`src/rtl/arith_pkg.sv`:
```
// Shared arithmetic package: subtractor FSM states and width helpers.
package arith_pkg;

  typedef enum logic [1:0] {
    IDLE = 2'd0,
    RUN  = 2'd1,
    DONE = 2'd2
  } sub_state_t;

  // Ceiling log2 for elaboration-time width calculations (clog2(1) = 0).
  function automatic int unsigned clog2(input int unsigned v);
    int unsigned r;
    int unsigned x;
    r = 0;
    x = (v > 0) ? (v - 1) : 0;
    for (int unsigned i = 0; i < 32; i++) begin
      if ((x >> i) != 0) begin
        r = i + 1;
      end
    end
    return r;
  endfunction

  // Counter width that never collapses to zero bits.
  function automatic int unsigned cnt_width(input int unsigned n);
    return (n <= 1) ? 1 : clog2(n);
  endfunction

endpackage

```
`src/rtl/sub_slice.sv`:
```
// Combinational ripple chain of N full-subtractor cells.
module sub_slice #(
  parameter int unsigned N = 1
) (
  input  logic [N-1:0] a,
  input  logic [N-1:0] b,
  input  logic         bin,
  output logic [N-1:0] diff,
  output logic         bout
);

  logic [N:0] brw_c;

  // Ripple the borrow from bit 0 upwards through each cell.
  always_comb begin
    brw_c    = '0;
    diff     = '0;
    brw_c[0] = bin;
    for (int unsigned i = 0; i < N; i++) begin
      diff[i]    = a[i] ^ b[i] ^ brw_c[i];
      brw_c[i+1] = (~a[i] & b[i]) | (~(a[i] ^ b[i]) & brw_c[i]);
    end
    bout = brw_c[N];
  end

endmodule

```
`src/rtl/serial_subtractor.sv`:
```
// Multi-cycle subtractor: a - b - bin, BPC bits per clock, start/busy/done handshake.
module serial_subtractor
  import arith_pkg::*;
#(
  parameter int unsigned WIDTH = 8,
  parameter int unsigned BPC   = 1
) (
  input  logic             clk,
  input  logic             rst_n,
  input  logic             start,
  input  logic [WIDTH-1:0] a,
  input  logic [WIDTH-1:0] b,
  input  logic             bin,
  output logic             busy,
  output logic             done,
  output logic [WIDTH-1:0] diff,
  output logic             bout,
  output logic             ovf
);

  localparam int unsigned NSLICE = (BPC == 0) ? 1 : (WIDTH / BPC);
  localparam int unsigned CW     = cnt_width(NSLICE);

  // Reject operand/slice geometries that cannot be processed in whole slices.
  if (WIDTH < 1 || BPC < 1 || (WIDTH % ((BPC == 0) ? 1 : BPC)) != 0) begin : g_bad_params
    $error("serial_subtractor: BPC must be >= 1 and divide WIDTH (WIDTH=%0d BPC=%0d)", WIDTH, BPC);
  end

  sub_state_t       state_q, state_d;
  logic [CW-1:0]    cnt_q, cnt_d;
  logic [WIDTH-1:0] a_q, a_d;
  logic [WIDTH-1:0] b_q, b_d;
  logic             brw_q, brw_d;
  logic [WIDTH-1:0] diff_q, diff_d;
  logic             bout_q, bout_d;
  logic             ovf_q, ovf_d;
  logic             busy_q, busy_d;
  logic             done_q, done_d;

  logic [BPC-1:0]   sl_diff_c;
  logic             sl_bout_c;
  logic             last_c;

  sub_slice #(.N(BPC)) u_slice (
    .a    (a_q[BPC-1:0]),
    .b    (b_q[BPC-1:0]),
    .bin  (brw_q),
    .diff (sl_diff_c),
    .bout (sl_bout_c)
  );

  assign last_c = (cnt_q == CW'(NSLICE - 1));

  // State register and datapath registers.
  always_ff @(posedge clk or negedge rst_n) begin
    if (!rst_n) begin
      state_q <= IDLE;
      cnt_q   <= '0;
      a_q     <= '0;
      b_q     <= '0;
      brw_q   <= 1'b0;
      diff_q  <= '0;
      bout_q  <= 1'b0;
      ovf_q   <= 1'b0;
      busy_q  <= 1'b0;
      done_q  <= 1'b0;
    end else begin
      state_q <= state_d;
      cnt_q   <= cnt_d;
      a_q     <= a_d;
      b_q     <= b_d;
      brw_q   <= brw_d;
      diff_q  <= diff_d;
      bout_q  <= bout_d;
      ovf_q   <= ovf_d;
      busy_q  <= busy_d;
      done_q  <= done_d;
    end
  end

  // Next-state and register-update logic.
  always_comb begin
    state_d = state_q;
    cnt_d   = cnt_q;
    a_d     = a_q;
    b_d     = b_q;
    brw_d   = brw_q;
    diff_d  = diff_q;
    bout_d  = bout_q;
    ovf_d   = ovf_q;
    busy_d  = 1'b0;
    done_d  = 1'b0;

    unique case (state_q)
      IDLE, DONE: begin
        if (start) begin
          state_d = RUN;
          a_d     = a;
          b_d     = b;
          brw_d   = bin;
          cnt_d   = '0;
          busy_d  = 1'b1;
        end else begin
          state_d = IDLE;
        end
      end

      RUN: begin
        // Slice result enters diff at the MSB end; operands move down one slice.
        diff_d = WIDTH'({sl_diff_c, diff_q} >> BPC);
        a_d    = a_q >> BPC;
        b_d    = b_q >> BPC;
        brw_d  = sl_bout_c;
        if (last_c) begin
          // Top slice: a_q/b_q[BPC-1] are the original operand sign bits.
          state_d = DONE;
          done_d  = 1'b1;
          bout_d  = sl_bout_c;
          ovf_d   = (a_q[BPC-1] != b_q[BPC-1]) && (sl_diff_c[BPC-1] != a_q[BPC-1]);
        end else begin
          cnt_d  = cnt_q + CW'(1);
          busy_d = 1'b1;
        end
      end

      default: begin
        state_d = IDLE;
      end
    endcase
  end

  assign busy = busy_q;
  assign done = done_q;
  assign diff = diff_q;
  assign bout = bout_q;
  assign ovf  = ovf_q;

endmodule

```
`config.mk`:
```
export PLATFORM = sky130hd
export DESIGN_NAME = serial_subtractor
export DESIGN_NICKNAME = d
export VERILOG_FILES = /design/src/rtl/arith_pkg.sv /design/src/rtl/sub_slice.sv /design/src/rtl/serial_subtractor.sv
export SDC_FILE = /design/constraint.sdc
export NUM_CORES = 1
export LEC_CHECK = 0
export CAP_MARGIN = 10
export CORE_MARGIN = 2
export CORE_UTILIZATION = 43
export CTS_CLUSTER_DIAMETER = 200
export DETAILED_ROUTE_END_ITERATION = 7
export PLACE_DENSITY = 0.7
export SLEW_MARGIN = 20
export SYNTH_ARGS = -nofsm -noshare
export SYNTH_HDL_FRONTEND = slang
export SYNTH_SLANG_ARGS = --single-unit
```
`constraint.sdc`:
```
create_clock -name clk -period 2.2 [get_ports clk]
set_input_delay 0.22 -clock clk [delete_from_list [all_inputs] [get_ports clk]]
set_output_delay 0.22 -clock clk [all_outputs]
set_load 0.02 [all_outputs]
```
==> results.json <==
{
  "run_status": "finished, final reports clean",
  "fin_crit_sh": 0.747,
  "max_freq_mhz": 609,
  "dpl.hpwl_mm": 1.88,
  "arrival_ns": 1.85,
  "rr_endpoint": "cnt_q[1]$_DFFE_PN0P_",
  "num_vias": 998,
  "r2r_start": "cnt_q[0]$_DFFE_PN0P_",
  "dp.cells": 196,
  "irDropWorstVdd_mv": 0.718,
  "path_clk_slew_ns": 0.10,
  "synth_top_area_cell": "dfrtp_1",
  "cts_resized": 0,
  "cp_num_buf_inv": 0,
  "wl_per_cell_um": 12.8,
  "highest_layer": "met4",
  "multi_input_area_sq_um": 483,
  "dieHeight_um": 62.4,
  "synth_top_area_frac": 0.580,
  "grt_usage": 0.151,
  "post-route-min-period_ns": 1.64,
  "initial_core_util": 0.443,
  "reg2regPathDepth": 5,
  "synthTopCellsByArea": "dfrtp_1 58%, o22ai_1 6.4%, mux2_2 6.1%",
  "maxCapViolations": 0,
  "p_per_area_mw_per_mm2": 1480,
  "required_ns": 2.41,
  "slowest_delay_ns": 0.50,
  "htree_num_levels": 2,
  "ant_nets": 0,
  "fp.dieArea_sq_mm": 0.00390,
  "r2r_slack_ns": 0.56,
  "gr-total-overflow": 0,
  "endpoint": "cnt_q[1]$_DFFE_PN0P_",
  "synth_nets": 148,
  "cp.depth": 5,
  "synth.top_cells.by_count": "34 x dfrtp_1, 19 x inv_1, 15 x o22ai_1",
  "critPathMaxFanout": 8,
  "syn2layout_area_growth_pct": 26.4,
  "cpMostUsedCell": "ha_1",
  "ys_seq_area_frac": 0.580,
  "portBuffers": 31,
  "worstSetupStartpointType": "flop",
  "relSlewSlack": 0.699,
  "nets": 181,
  "async_flop_share": 1.00,
  "dr.pass1.iters": 3,
  "hold_viol": 0,
  "post-synth-top-count-cell": "dfrtp_1",
  "maxSlewViolCount": 0,
  "syn_area_per_cell_sq_um": 11.8,
  "drc": 0,
  "tns_ns": 0,
  "fin_skew_ns": 0.0121,
  "initialDrtViolationCount": 11,
  "cts_setup_buffers": 0,
  "grt_pass1_wl_mm": 4.57,
  "die_x_um": 62.4,
  "clk_latency_ns": 0.34,
  "wl_met1_mm": 1.10,
  "p_leak_nw": 0.852,
  "numCtsBuffers": 5,
  "synth_edf_count": 0,
  "synthCells": 124,
  "cp_slowest_cell": "or3b_1",
  "end_kind": "flop",
  "synth_seq_cells": 34,
  "yosysWarnings": 0,
  "wl_met3_um": 150,
  "cts_root_buffer": "clkbuf_4",
  "cts_buffer_depth": 2,
  "io_pins": 32,
  "stdcell_count": 204,
  "critical-path-top-delay-family": "simple AND/OR/NAND/NOR gates",
  "cts_tree": "built",
  "place.gp.congestion": 0.762,
  "route.met2.wl_mm": 1.30,
  "hold_buffers": 0,
  "rsz0062_at_grt": "no",
  "synthDistinctLibCells": 23,
  "n_fill_cell": 315,
  "seqCellArea_sq_um": 851,
  "layout-drive-gt1-share": 0.184,
  "routed_wl_mm": 2.60,
  "grt_max_degree": 35,
  "critPathKind": "reg -> reg",
  "synth_ff_type": "dfrtp_1",
  "tightestPinTransition_ns": 0.451,
  "cts.sinks": 34,
  "core_area_sq_mm": 0.00331,
  "crit_chain": "ha_1, ha_1, or3b_1, nand3_1, o21ai_0",
  "row_count": 21,
  "antenna_cells": 0,
  "startpoint": "cnt_q[0]$_DFFE_PN0P_",
  "syn-cell-area_sq_mm": 0.00147,
  "grt_pass1_vias": 1037,
  "antenna_found_initial": 0,
  "via_per_inst": 4.89,
  "setup_viol": 0,
  "hold_class": "in -> async"
}
layout by cell type, fill, tap and decap left out:
| cell | synthesis | layout |
|---|---|---|
| nand3b_1 | 1 | 1 |
| xor2_1 | 1 | 1 |
| buf_4 | 0 | 3 |
| or3b_1 | 1 | 1 |
| a21oi_2 | 10 | 10 |
| clkbuf_8 | 0 | 1 |
| clkbuf_4 | 0 | 5 |
| nand2_1 | 4 | 4 |
| clkbuf_1 | 4 | 1 |
| a22o_1 | 2 | 2 |
| and2_4 | 1 | 1 |
| inv_1 | 19 | 19 |
| clkinv_2 | 0 | 1 |
| clkdlybuf4s50_1 | 0 | 31 |
| o21ai_0 | 4 | 4 |
| mux2_2 | 8 | 8 |
| fa_1 | 1 | 1 |
| o31ai_1 | 1 | 1 |
| ha_1 | 3 | 3 |
| nand3_1 | 3 | 3 |
| o22ai_1 | 15 | 15 |
| and2b_1 | 1 | 1 |
| a21oi_1 | 5 | 5 |
| nand2b_1 | 2 | 2 |
| dfrtp_1 | 34 | 34 |
registers in the layout, indices dropped and copies added (netlist names):
| signal | count |
|---|---|
| a_q | 8 |
| b_q | 8 |
| bout | 1 |
| brw_q | 1 |
| busy | 1 |
| cnt_q | 3 |
| diff | 8 |
| done | 1 |
| ovf | 1 |
| state_q | 2 |
per-stage QoR:
step,worst slack [ns],power (W),hold slack (ns),instance area [sq um],utilization
6_report,0.557,0.00274,0.279,1860,0.560
5_1_grt,0.435,0.00297,0.312,1860,0.560
4_1_cts,0.559,0.00278,0.287,1860,0.560
3_5_place_dp,0.580,0.00243,0.480,1800,0.542
3_3_place_gp,0.659,0.00236,0.476,1800,0.542
2_1_floorplan,0.669,0.00207,-0.0756,1470,-
where the power goes:
| part | switching (W) | internal (W) |
|---|---|---|
| Sequential | 0.000173 | 0.000923 |
| Clock | 0.000197 | 0.000155 |
| Combinational | 0.000680 | 0.000614 |
cell families after synthesis:
group,synth area share
AO/OA/AOI/OAI,0.171
multiplexers,0.0614
XOR/XNOR,0.00597
adder cells (fa/ha/maj),0.0392
buffers and inverters,0.0912
AND/OR/NAND/NOR,0.0511
flip-flops,0.580
worst register-to-register path, cell delays in order, from the launching register on:
cell     delay, ns
dfrtp_1       0.41
ha_1          0.21
ha_1          0.19
or3b_1        0.50
nand3_1       0.12
o21ai_0       0.09
metal layers:
metal  global-route usage  vias up
met5                    0        -
met4               0.0667        0
met3               0.0541        5
met2                0.249       27
met1                0.178      480
li1                     -      486
area by class of cell:
cell class / count / share of cell area
Multi-Input combinational cell: 63 / 0.260
Inverter: 19 / 0.0384
Clock inverter: 1 / 0.00270
Clock buffer: 7 / 0.0297
Timing Repair Buffer: 34 / 0.179
Sequential cell: 34 / 0.459
Tap cell: 46 / 0.0310
worst min-delay path by stage:
stage / start / to / slack, ns / depth (start not counted)
finish: rst_n / diff[5]$_DFFE_PN0N_ / 0.28 / 2
global placement: ovf$_DFFE_PN0P_ / ovf$_DFFE_PN0P_ / 0.48 / 2
detailed placement: ovf$_DFFE_PN0P_ / ovf$_DFFE_PN0P_ / 0.48 / 2
global route: rst_n / state_q[1]$_DFFE_PN0P_ / 0.31 / 2
CTS: rst_n / diff[2]$_DFFE_PN0N_ / 0.29 / 2
floorplan: rst_n / a_q[0]$_DFFE_PN0P_ / -0.08 / 0
Power figures use the tool's default switching activity.
==> variant: new RTL, same flow settings <==
Re-encode `sub_state_t` (3 states) as one-hot, 3 bits wide.
--- a/src/rtl/arith_pkg.sv
+++ b/src/rtl/arith_pkg.sv
@@ -1,10 +1,10 @@
 // Shared arithmetic package: subtractor FSM states and width helpers.
 package arith_pkg;
 
-  typedef enum logic [1:0] {
-    IDLE = 2'd0,
-    RUN  = 2'd1,
-    DONE = 2'd2
+  typedef enum logic [2:0] {
+    IDLE = 3'b001,
+    RUN  = 3'b010,
+    DONE = 3'b100
   } sub_state_t;
 
   // Ceiling log2 for elaboration-time width calculations (clog2(1) = 0).
Behaviour: no difference found for any inputs over 10 cycles, from zero or initial values and one cycle with rst_n low; not proved beyond that.
==> variant against the original RTL <==
Synthesized area grew 7.8%; worst setup slack lost 130 ps; final area grew 10%; count of clock-buffer cells in the layout is the same; sequential cell count grew 1; critical path type unchanged; total power shrank 5.0%; combinational power shrank 16%; routed wire length grew 25%.
==> variant: results <==
group,metric,value,unit
sta,skew,3.04,ps
synthesis,syn-num-nets,184,
synthesis,synth_xor_area_share,2.14,%
critical_path,critPathMaxFanout,5,
drt,vias,1256,
layout,drive_above_1_share,9.74,%
power_and_ir_drop,irDropWorstVdd,0.538,mV
critical_path,r2r_slack,430,ps
placement,placed_cells,235,
drt,wirelength,3.25,mm
synthesis,synth_compound_area_share,10.4,%
power_and_ir_drop,leakage,0.000929,µW
synthesis,synthAdderAreaFrac,3.64,%
critical_path,critPathSlowestCell,"dfrtp_1",
drt,firstDrtPassIters,4,
global_routing,grt_pass1_wl,5.47,mm
drt,drtIter0Drc,71,
global_routing,grt_pass1_vias,1224,
status,status,"complete, no violations",
synthesis,synth.top_cells.by_count,"37 x nand2_1, 34 x dfrtp_1, 32 x nand3_1",
global_routing,grtUsageTotal,17.4,%
placement,gp_congestion,0.726,
global_routing,grt_start_max_net_pins,36,
layout,fin_nets,218,
clock_tree,cts_root_buf,"clkbuf_8",
critical_path,r2r_cells,6,
-- variant: worst paths after layout --
check                        endpoint
min in group clk               b_q[6]
max in group asynchronous  state_q[0]
setup / recovery             cnt_q[0]
hold reg to reg                b_q[6]
hold / removal                    ovf
setup reg to reg             cnt_q[0]
-- variant: cell families after synthesis --
group	count (synthesis)
adder cells (fa/ha/maj)	4
XOR/XNOR	3
flip-flops	35
multiplexers	3
buffers and inverters	14
AND/OR/NAND/NOR	77
AO/OA/AOI/OAI	24
-- variant: per-stage QoR --
step | setup WS [ps] | power, µW | area [µm²]
finish | 431 | 2600 | 2040
detailed placement | 429 | 2190 | 1960
global route | 277 | 2830 | 2040
CTS | 403 | 2640 | 2040
floorplan | 411 | 1790 | 1580
global placement | 532 | 2130 | 1960
-- variant: layout make-up --
| cell class | instances | area, µm² |
|---|---|---|
| Clock buffer | 7 | 76.3 |
| Clock inverter | 1 | 5.00 |
| Fill cell | 315 | 1570 |
| Inverter | 3 | 11.3 |
| Multi-Input combinational cell | 111 | 648 |
| Sequential cell | 35 | 877 |
| Tap cell | 48 | 60.1 |
| Timing Repair Buffer | 38 | 363 |
-- variant: routing by layer --
metal	up-vias	wire (µm)	GRT usage (%)
li1	619	-	-
met5	-	0	0
met3	6	97	5.21
met4	0	68	7.98
met1	608	1380	19.7
met2	23	1700	30.2
-- variant: critical path: cells and delay by family, from the launching register on --
kind,cells,cell delay (ps)
simple gates,1,300
flops,1,400
mux,1,290
compound gates,1,80
buf+inv,1,180
fa+ha+maj,2,410
-- variant: power breakdown --
part | switching (µW) | total, µW | leakage, µW | internal (µW)
Sequential | 173 | 1080 | 0.000450 | 905
Combinational | 599 | 1080 | 0.000437 | 485
Clock | 221 | 442 | 0.0000422 | 222
Total | 993 | 2600 | 0.000929 | 1610
